### config.mk
export PLATFORM = sky130hd
export DESIGN_NAME = sm3_expnd_core
export DESIGN_NICKNAME = d
export VERILOG_FILES = /design/src/rtl/sm3_pkg.sv /design/src/rtl/sm3_expnd_wgen.sv /design/src/rtl/sm3_expnd_core.sv
export SDC_FILE = /design/constraint.sdc
export NUM_CORES = 1
export LEC_CHECK = 0
export CORE_MARGIN = 2
export CORE_UTILIZATION = 62
export CTS_BUF_LIST = sky130_fd_sc_hd__clkbuf_4 sky130_fd_sc_hd__clkbuf_8 sky130_fd_sc_hd__clkbuf_16
export CTS_CLUSTER_DIAMETER = 120
export CTS_CLUSTER_SIZE = 8
export DETAILED_ROUTE_END_ITERATION = 7
export GPL_TIMING_DRIVEN = 0
export PLACE_DENSITY = 0.81
export SLEW_MARGIN = 25
export SYNTH_ARGS = -nofsm -noshare
export SYNTH_HDL_FRONTEND = slang
export SYNTH_HIERARCHICAL = 1
export SYNTH_SLANG_ARGS = --single-unit
### constraint.sdc
create_clock -name clk -period 1.9 [get_ports clk]
set_input_delay 0.285 -clock clk [delete_from_list [all_inputs] [get_ports clk]]
set_output_delay 0.285 -clock clk [all_outputs]
set_load 0.03 [all_outputs]
### src/rtl/sm3_pkg.sv
// sm3_pkg: shared SM3 constants, word type, rotate/P1 helpers and expansion FSM states.
package sm3_pkg;
  localparam int WORD_W = 32;
  localparam int RNDS = 64;
  typedef logic [WORD_W-1:0] word_t;
  typedef enum logic {ST_LOAD = 1'b0, ST_EXPND = 1'b1} state_t;
  function automatic word_t rotl(input word_t x, input int unsigned n);
    return word_t'((x << n) | (x >> (WORD_W - n)));
  endfunction
  function automatic word_t p1(input word_t x);
    return x ^ rotl(x, 15) ^ rotl(x, 23);
  endfunction
endpackage

### src/rtl/sm3_expnd_wgen.sv
// sm3_expnd_wgen: combinational generator of W_{j+16} from the current expansion window taps.
module sm3_expnd_wgen
  import sm3_pkg::*;
(
  input  logic [WORD_W-1:0] w0_i,
  input  logic [WORD_W-1:0] w3_i,
  input  logic [WORD_W-1:0] w7_i,
  input  logic [WORD_W-1:0] w10_i,
  input  logic [WORD_W-1:0] w13_i,
  output logic [WORD_W-1:0] w16_o
);
  assign w16_o = p1(w0_i ^ w7_i ^ rotl(w13_i, 15)) ^ rotl(w3_i, 7) ^ w10_i;
endmodule

### src/rtl/sm3_expnd_core.sv
// sm3_expnd_core: SM3 message expansion, loads 16 words and streams 64 (W_j, W'_j) pairs.
// Define SM3_EXPND_PREFETCH_EN to add a shadow buffer that loads the next block during expansion.
module sm3_expnd_core
  import sm3_pkg::*;
#(
  parameter int EXPND_RNDS = RNDS
) (
  input  logic              clk,
  input  logic              rst_n,
  input  logic [WORD_W-1:0] pad_inpt_d_i,
  input  logic              pad_inpt_vld_i,
  input  logic              pad_inpt_lst_i,
  output logic              pad_inpt_rdy_o,
  output logic [WORD_W-1:0] expnd_otpt_wj_o,
  output logic [WORD_W-1:0] expnd_otpt_wjj_o,
  output logic              expnd_otpt_lst_o,
  output logic              expnd_otpt_vld_o
);
  state_t      st_q, st_d;
  logic [3:0]  wcnt_q, wcnt_d;
  logic [5:0]  rcnt_q, rcnt_d;
  word_t       win_q [16];
  word_t       win_d [16];
  logic        lst_q, lst_d;
  word_t       wnew;
  logic        hs;
  logic        last_rnd;
`ifdef SM3_EXPND_PREFETCH_EN
  word_t       sh_q [16];
  word_t       sh_d [16];
  logic [3:0]  swcnt_q, swcnt_d;
  logic        sfull_q, sfull_d;
  logic        slst_q, slst_d;
  assign pad_inpt_rdy_o = (st_q == ST_LOAD) | ~sfull_q;
`else
  assign pad_inpt_rdy_o = st_q == ST_LOAD;
`endif
  assign hs       = pad_inpt_vld_i & pad_inpt_rdy_o;
  assign last_rnd = rcnt_q == 6'(EXPND_RNDS - 1);

  sm3_expnd_wgen u_wgen (
    .w0_i  (win_q[0]),
    .w3_i  (win_q[3]),
    .w7_i  (win_q[7]),
    .w10_i (win_q[10]),
    .w13_i (win_q[13]),
    .w16_o (wnew)
  );

  always_comb begin
    st_d   = st_q;
    wcnt_d = wcnt_q;
    rcnt_d = rcnt_q;
    win_d  = win_q;
    lst_d  = lst_q;
`ifdef SM3_EXPND_PREFETCH_EN
    sh_d    = sh_q;
    swcnt_d = swcnt_q;
    sfull_d = sfull_q;
    slst_d  = slst_q;
    if (st_q == ST_EXPND && hs) begin
      sh_d[swcnt_q] = pad_inpt_d_i;
      swcnt_d       = swcnt_q + 4'd1;
      if (swcnt_q == 4'd15) begin
        sfull_d = 1'b1;
        slst_d  = pad_inpt_lst_i;
      end
    end
`endif
    if (st_q == ST_LOAD) begin
      if (hs) begin
        win_d[wcnt_q] = pad_inpt_d_i;
        wcnt_d        = wcnt_q + 4'd1;
        if (wcnt_q == 4'd15) begin
          lst_d  = pad_inpt_lst_i;
          rcnt_d = '0;
          st_d   = ST_EXPND;
        end
      end
    end else begin
      for (int i = 0; i < 15; i++) win_d[i] = win_q[i+1];
      win_d[15] = wnew;
      rcnt_d    = rcnt_q + 6'd1;
      if (last_rnd) begin
`ifdef SM3_EXPND_PREFETCH_EN
        // A partial shadow moves into the window so LOAD resumes at the same word index
        if (sfull_d) lst_d = slst_d;
        else begin
          st_d   = ST_LOAD;
          wcnt_d = swcnt_d;
        end
        win_d   = sh_d;
        swcnt_d = '0;
        sfull_d = 1'b0;
`else
        st_d = ST_LOAD;
`endif
      end
    end
  end

  always_ff @(posedge clk or negedge rst_n) begin
    if (!rst_n) begin
      st_q    <= ST_LOAD;
      wcnt_q  <= '0;
      rcnt_q  <= '0;
      win_q   <= '{default: '0};
      lst_q   <= 1'b0;
`ifdef SM3_EXPND_PREFETCH_EN
      sh_q    <= '{default: '0};
      swcnt_q <= '0;
      sfull_q <= 1'b0;
      slst_q  <= 1'b0;
`endif
    end else begin
      st_q    <= st_d;
      wcnt_q  <= wcnt_d;
      rcnt_q  <= rcnt_d;
      win_q   <= win_d;
      lst_q   <= lst_d;
`ifdef SM3_EXPND_PREFETCH_EN
      sh_q    <= sh_d;
      swcnt_q <= swcnt_d;
      sfull_q <= sfull_d;
      slst_q  <= slst_d;
`endif
    end
  end

  assign expnd_otpt_wj_o  = win_q[0];
  assign expnd_otpt_wjj_o = win_q[0] ^ win_q[4];
  assign expnd_otpt_vld_o = st_q == ST_EXPND;
  assign expnd_otpt_lst_o = lst_q & expnd_otpt_vld_o;
endmodule

After elaboration in Yosys (flattened, before gate mapping)
Index checks and enable logic that the tools add are counted.

storage, ports and cells
  output and inout port bits = 67
  bits of input ports = 36
  RAM bits = 0
  memories kept = 0
  bits in latches = 0
  register bits after elaboration = 524
  memory bits (read-only) = 0
  word-level logic and storage cells = 59

cells by class
  bitwise gates (word level) = 15
  div/mod/pow operators = 0
  magnitude comparators = 2
  multiplexer cells = 12
  $mul = 0
  shift-type cells = 0
  add/subtract/negate cells = 2
  eq/ne operators = 2
  reductions and logical operators = 6

operators with widths
  cell                                                        count
  2-to-1 mux 512 bit                                          2
  bitwise mux 512 bit                                         1
  XOR 32 bit                                                  7
  demux 32 bit (select 4 bit)                                 1
  bitwise OR 32 x 15 -> 32 bit                                2
  2-to-1 mux 32 bit                                           1
  bitwise OR 32 x 23 -> 32 bit                                1
  bitwise OR 32 x 7 -> 32 bit                                 1
  2-to-1 mux 6 bit                                            3
  adder 6 x 1 -> 6 bit, second input constant                 1
  == test 6 bit, second input constant                        1
  >= comparator 5 bit, second input constant                  1
  less-than comparator 5 x 1 -> 1 bit, second input constant  1
  NOT 4 -> 5 bit                                              1
  adder 4 x 1 -> 4 bit, second input constant                 1
  == test 4 bit, second input constant                        1
  2-to-1 mux 1 bit                                            4
  AND reduction 2 bit                                         2
  nonzero test 2 bit                                          2
  AND reduction 3 bit                                         1
  bitwise AND 1 bit                                           2
  logical AND 1 bit                                           1
  NOT 1 bit                                                   1

Logic depth before layout (Yosys ltp)
Gate-level depths: netlist of the first run.

  word-level depth = 8
  mapped depth = 7

Hierarchy
Netlist of the first run, hierarchy kept.

by module, submodules not included
  module          cells an instance  times used  area an instance (µm²)  seq. area each (µm²)
  sm3_expnd_core  2391               1           25116.6                 13112.6
  sm3_expnd_wgen  160                1           1873.0                  0.0

Worst setup path before layout of the first run
No wires, ideal clock.

  path kind = flip-flop to output port
  start point = reg st_q (netlist: expnd_otpt_vld_o)
  end point = out expnd_otpt_lst_o
  path slack = 0.003 ns
  path buffers = 4
  arrival = 1.612 ns
  cell stages (with the launch flop) = 6
  path through = dfrtp_1 buf_2 buf_4 buf_6 clkbuf_1 and2_1

between the ends
  longest elaborated chain between the ends = 1

RTL lines
  what                      line                   source
  start: declaration        sm3_expnd_core.sv:19   state_t st_q, st_d;
  start signal: assignment  sm3_expnd_core.sv:116  st_q <= st_d;
  bitwise AND 1 bit         sm3_expnd_core.sv:133  assign expnd_otpt_lst_o = lst_q & expnd_otpt_vld_o;
  end: declaration          sm3_expnd_core.sv:16   output logic expnd_otpt_lst_o,

Every way passes these cells.

Worst setup path in the final report of the first run
Ends and elaborated chain as after synthesis.

==> results of run 1 <==
[metal layers]
layer / vias up / track usage (%) / part of all wire, %
met4: 0 / 19.3 / 5.3
met3: 227 / 8.83 / 9.9
met2: 1086 / 63.0 / 45
met5: - / 0 / 0
li1: 9038 / - / -
met1: 10409 / 54.5 / 40
[layout by cell type (no fill, tap or decap), types with 27 or more instances in the layout]
master / n
nand2_1: 520
o21ai_1: 519
mux2i_1: 512
dfrtp_1: 492
clkbuf_1: 104
xnor2_1: 98
clkbuf_16: 78
xor2_1: 60
buf_4: 59
buf_6: 35
clkdlybuf4s50_1: 33
dfrtp_2: 32
buf_2: 27
[worst register-to-register path, cell delays in order (launching register included)]
cell	delay, ns
dfrtp_1	0.46
xnor3_2	0.60
xor2_1	0.21
xnor2_1	0.28
nand2_1	0.14
o21ai_1	0.11
[registers in the layout, summed over array words and instances (netlist names)]
name and count:
win_q 480, expnd_otpt_wj_o 32, wcnt_q 4, lst_q 1, rcnt_q 6, expnd_otpt_vld_o 1
[final cells by class]
type / instances / area [um^2]
plain buffers: 237 / 1570
clock buffers: 77 / 1930
clock inverters: 3 / 47.5
fillers: 3092 / 11800
inverters: 3 / 18.8
multi-input cells: 1786 / 12500
flip-flops and latches: 524 / 13200
well taps: 585 / 732
repair buffers: 122 / 1220
[Yosys cell counts]
master	count	share of area, %
nor2b_2	1	0.032
o21ai_1	519	9.6
buf_12	3	0.22
xnor2_1	99	3.2
buf_1	3	0.042
nand4b_4	8	0.70
nand4_4	4	0.32
mux2_1	1	0.042
a311o_1	1	0.037
ha_1	5	0.23
nor2_1	1	0.014
xnor3_2	25	2.2
mux2i_1	513	19
and4bb_1	4	0.19
nand4_1	1	0.023
nand2_1	520	7.2
clkbuf_1	126	1.8
inv_2	1	0.014
dfrtp_1	524	49
o21ai_0	1	0.019
xnor3_1	7	0.58
and2_1	1	0.023
buf_8	9	0.50
buf_6	34	1.4
buf_2	17	0.32
buf_4	46	1.3
inv_1	2	0.028
a21oi_1	1	0.019
nand4b_1	1	0.032
nand3_1	6	0.11
xor2_1	67	2.2
[cell families after synthesis]
kind of cell	share of synthesized area, %
and+or+nand+nor	8.67
DFF	48.6
AOI/OAI and AO/OA	9.70
muxes	19.1
buffers and inverters	5.57
xor gates and xnor gates	8.17
adders and majority gates	0.232
[metrics by stage]
step / cells / setup WS [ns] / cell area (um^2)
CTS: 3331 / -0.208 / 31100
detailed placement: 3243 / -0.883 / 28900
global route: 3337 / -0.0921 / 31200
floorplan: 2551 / 0.00306 / 27000
global placement: 3237 / -22.35 / 28700
finish: 3337 / -0.0605 / 31200
[where the power goes]
part	internal, mW	switching [mW]
logic	15.6	21.1
registers	17.1	6.63
clock network	7.21	4.72
total	39.9	32.4
[timing repair]
action                                  in CTS  in global routing
resized for setup                          228                 56
hold endpoints to repair                   202                  0
endpoints found under the setup margin     458                211
gates cloned                                 0                  0
hold buffers                                 1                  0
pin swaps                                    0                  2
setup buffers                                7                  7
[path summary, 6_finish.rpt]
kind                                       start          endpoint  slack, ns
worst min-delay path                       rst_n         wcnt_q[1]       0.10
worst min register to register        win_q[307]        win_q[339]       0.48
min in group clk                  pad_inpt_lst_i             lst_q       0.30
worst max-delay path            expnd_otpt_vld_o  expnd_otpt_lst_o      -0.06
worst max register to register        win_q[264]          win_q[8]       0.03
max in group asynchronous                  rst_n        win_q[167]       0.25
==> results.md, run 1 <==
Run status
* finished with violations — outcome
* setup timing — violations in the final reports

CTS
* 75 — total CTS buffers
* 0.05 ns — CTS clk-pin slew, worst paths
* 3 — H-tree levels
* 524 — number of clock sinks
* clkbuf_16 — CTS root buf
* done — CTS tree
* 0.62 ns — Skew-Pair Late Insertion Delay
* 3 — maximum count of clock buffers along a single path

Cells and area
* 12.9% — layout cells sized above 1
* 0 — Antenna Diode Count
* 72.5% — fin util
* 15.4% — synthesis-to-finish area growth
* 2790 — Total Nets Final

STA
* 2 — Final setup viols
* -0.0605 ns — Final Worst Setup Slack
* 0.0313 ns — worst setup skew after layout
* 0.105 ns — Hold WS
* 41.9% — worst slew margin relative to its limit
* 1.96 ns — clock period minus final worst setup slack
* 103% — share of the cycle needed by the critical path after routing
* 0.871 ns — Tightest Pin Transition
* true — RSZ-0062 raised after global routing
* -0.0950 ns — accumulated negative setup slack
* 0 — final count of hold timing violations
* 0 — number of pins exceeding their max-slew limit in the final report
* 0.510 GHz — FMAX

Job
* 0 — MaxCap Viol Count

Die
* 45200 um^2 — Total Die Area
* 103 — total I/O pin count
* 76 — row count
* 43000 um^2 — CORE AREA
* 62.8% — initial standard-cell utilization of the core
* 213 um — Die Ht
* 213 um — x dimension of the die

Routing
* 89300 um — final routed wirelength across all metal layers
* 20760 — vias
* 6.22 — via count normalized by instance count
* 0 — Post-DRT Antenna Nets
* 2636 — initial drt markers
* 6 — Initial DRT Pass Iterations
* 0 — number of design rule violations left after detail routing
* 26.8 um — detail-routed net length per standard cell

Placement
* 1.01 — routability-driven placement congestion ratio
* 101 — I/O Buffers
* 67100 um — HPWL after detailed placement

Power and ir drop
* 2320 nW/um^2 — Cell Pwr Density
* 14.7 nW — leakage power
* 0.00106 V — worst voltage drop across the vdd grid
* 72.3 mW — total power after layout

Global route
* 20856 — via count of the first global-routing pass
* 133000 um — global-route wire length before repair
* 0 — sum of overflow across all layers after global routing
* 0 — antenna violations before repair
* 95 — pin count of the biggest net entering global routing
* 40.5% — combined global-route utilization of all metal layers

Critical path
* register — launching element type of the critical path
* primary output — category of the worst setup path capture point
* 0.44 ns — delay of the slowest critical-path stage
* 5 — number of cells on the critical path
* 5 — Register-to-Register Path Depth
* 3 — critical path peak fanout
* buffers and inverters — kind of cell adding the most delay to the critical path
* buf_8 -> buf_12 -> clkbuf_16 -> and2_4 -> buf_6 — Cell Chain, Critical Path
* 1.62 ns — worst path required time
* 4 — Buf+Inv Stages, Crit Path
* reg -> out — critical path start-end classification
* 1.68 ns — arrival time at the worst endpoint
* dfrtp_2 — Slowest-stage cell, CP

Synth
* 524 — flip-flop and latch count after synthesis
* 27000 um^2 — synthesized cell area
* 31 — Netlist cell types
* 6 — Yosys warning total
* 48.6% — post-synthesis sequential area ratio
* 2551 — synthesized instance count
* 2592 — Net Count, Synth
* 10.6 um^2 — average instance area after synthesis

Min path
* in -> async — Tightest Hold Check Type

No activity file was read; power rests on OpenSTA's default activity.
==> run 2, diff against run 1 <==
- SLEW_MARGIN: 25 -> 20
==> run 2 against run 1 <==
  * The flow finishes with violations (hold timing, setup timing)
  * Wire length up 0.70%
  * Power up 0.55%
  * Die area unchanged
  * Hold slack lost 0.45 ns
  * Cell count is essentially flat
  * Critical path type unchanged
==> results.md, run 2 (synthesis gave the netlist of run 1 again) <==
Cells and area
* 480 — number of flip-flops in the largest register
* 13.4% — layout cells sized above 1
* win_q — register containing the most flip-flops in the final layout
* nand2_1 — most common cell after layout, fill and taps aside
* 2790 — Total Nets Final
* 3340 — non-filler instance count after layout
* 0 — Antenna Diode Count
* 15.6% — synthesis-to-finish area growth
* nand2_1 (520), o21ai_1 (519), mux2i_1 (511) — highest-count cells in the layout ignoring fill and taps

Critical path
* reg -> out — critical path start-end classification
* 1.62 ns — worst path required time
* 3 — critical path peak fanout
* -0.01 ns — register-to-register setup slack
* primary output — category of the worst setup path capture point
* win_q[13] — endpoint of the lowest-slack register-to-register path
* win_q[269] — startpoint of the lowest-slack register-to-register path
* register — launching element type of the critical path
* 1.69 ns — arrival time at the worst endpoint
* 5 — Register-to-Register Path Depth

STA
* 104% — share of the cycle needed by the critical path after routing
* 0 — number of pins exceeding their max-slew limit in the final report
* 0.832 ns — Tightest Pin Transition
* 0.505 GHz — FMAX
* -0.0795 ns — Final Worst Setup Slack
* 1.98 ns — clock period minus final worst setup slack
* 0.0213 ns — worst setup skew after layout
* 44.5% — worst slew margin relative to its limit
* -0.342 ns — Hold WS
* true — RSZ-0062 raised after global routing
* 85 — final count of hold timing violations
* 5 — Final setup viols

Global route
* 40.9% — combined global-route utilization of all metal layers
* 102 — pin count of the biggest net entering global routing
* 55.1% — Global Route met1 Usage
* 62.7% — met2 capacity usage during global routing
* 20895 — via count of the first global-routing pass
* 134000 um — global-route wire length before repair
* 9.10% — GR met3 Demand/Resource
* met2 — Top Usage Layer GRT
* 0 — sum of overflow across all layers after global routing
* 0 — antenna violations before repair

CTS
* 524 — number of clock sinks
* 3 — H-tree levels
* clkbuf_16 — CTS root buf
* 0.05 ns — CTS clk-pin slew, worst paths
* 0.63 ns — Skew-Pair Late Insertion Delay
* 75 — total CTS buffers
* done — CTS tree
* 3 — maximum count of clock buffers along a single path

Routing
* 6 — Initial DRT Pass Iterations
* 0 — Post-DRT Antenna Nets
* 26.9 um — detail-routed net length per standard cell
* 2771 — initial drt markers
* 20801 — vias
* 89900 um — final routed wirelength across all metal layers
* 6.23 — via count normalized by instance count
* 0 — number of design rule violations left after detail routing

Power and ir drop
* 72.7 mW — total power after layout
* 14.7 nW — leakage power
* 0.00123 V — worst voltage drop across the vdd grid
* 2330 nW/um^2 — Cell Pwr Density

Die
* 213 um — Die Ht
* 76 — row count
* 213 um — x dimension of the die
* 103 — total I/O pin count
* 45200 um^2 — Total Die Area
* 43000 um^2 — CORE AREA
* 62.8% — initial standard-cell utilization of the core

Min path
* in -> async — Tightest Hold Check Type

Placement
* 1.01 — routability-driven placement congestion ratio
* 66900 um — HPWL after detailed placement
* 3242 — count of placed standard cells including taps
* 101 — I/O Buffers

Run status
* finished with violations — outcome
* hold timing, setup timing — violations in the final reports

Job
* 0 — MaxCap Viol Count

-- run 2: repair_timing --
action / in CTS / in global routing
hold endpoints to repair: 85 / 85
gates resized for setup: 241 / 69
pin swaps: 0 / 2
setup buffers: 6 / 10
endpoints found under the setup margin: 517 / 286
-- run 2: final cells by class --
| class | count | area (um^2) |
|---|---|---|
| flip-flops and latches | 524 | 13200 |
| multi-input cells | 1786 | 12500 |
| fillers | 3060 | 11800 |
| clock buffers | 79 | 1980 |
| plain buffers | 237 | 1560 |
| repair buffers | 122 | 1200 |
| well taps | 585 | 732 |
| clock inverters | 4 | 82.6 |
| inverters | 3 | 18.8 |
-- run 2: power by group --
part           switching (mW)  internal, mW  total, mW  leakage (nW)
combinational            21.1          15.7       36.8          7.97
sequential               6.64          17.1       23.7          5.76
clock                    4.85          7.42       12.3          1.01
total                    32.6          40.2       72.7          14.7
-- run 2: worst max-delay path by stage --
stage                           startpoint          endpoint  slack (ns)  depth (start not counted)
after CTS                 expnd_otpt_vld_o  expnd_otpt_lst_o       -0.19                          6
after global placement               rst_n        win_q[264]      -22.35                          1
after detailed placement  expnd_otpt_vld_o  expnd_otpt_lst_o       -0.91                          6
after global routing      expnd_otpt_vld_o  expnd_otpt_lst_o       -0.11                          5
after floorplan           expnd_otpt_vld_o  expnd_otpt_lst_o       0.003                          5
final                     expnd_otpt_vld_o  expnd_otpt_lst_o       -0.08                          5
-- run 2: per-layer routing --
metal,share of wire (%),vias up,wire length [um]
met2,45,1097,40300
met3,9.8,245,8810
met5,0,-,0
met4,5.5,0,4910
li1,-,9033,-
met1,40,10426,35900
-- run 2: through the flow --
step                setup TNS [ns]  instance area, um^2  utilization [%]  hold WS [ns]  setup WS (ns)
global placement                 -                28700             66.8         0.463         -22.35
detailed placement          -58.66                28900             67.2         0.338         -0.907
CTS                         -0.274                31200             72.5        -0.282         -0.190
floorplan                        0                27000                -       -0.0106        0.00306
global route                -0.192                31200             72.6        -0.263         -0.115
finish                      -0.140                31200             72.6        -0.342        -0.0795
-- run 2: worst max-delay path, cell delays in order (launching register included) --
cell and delay (ns):
dfrtp_2 0.44, buf_8 0.14, buf_12 0.12, clkbuf_16 0.13, and2_4 0.13, buf_6 0.13
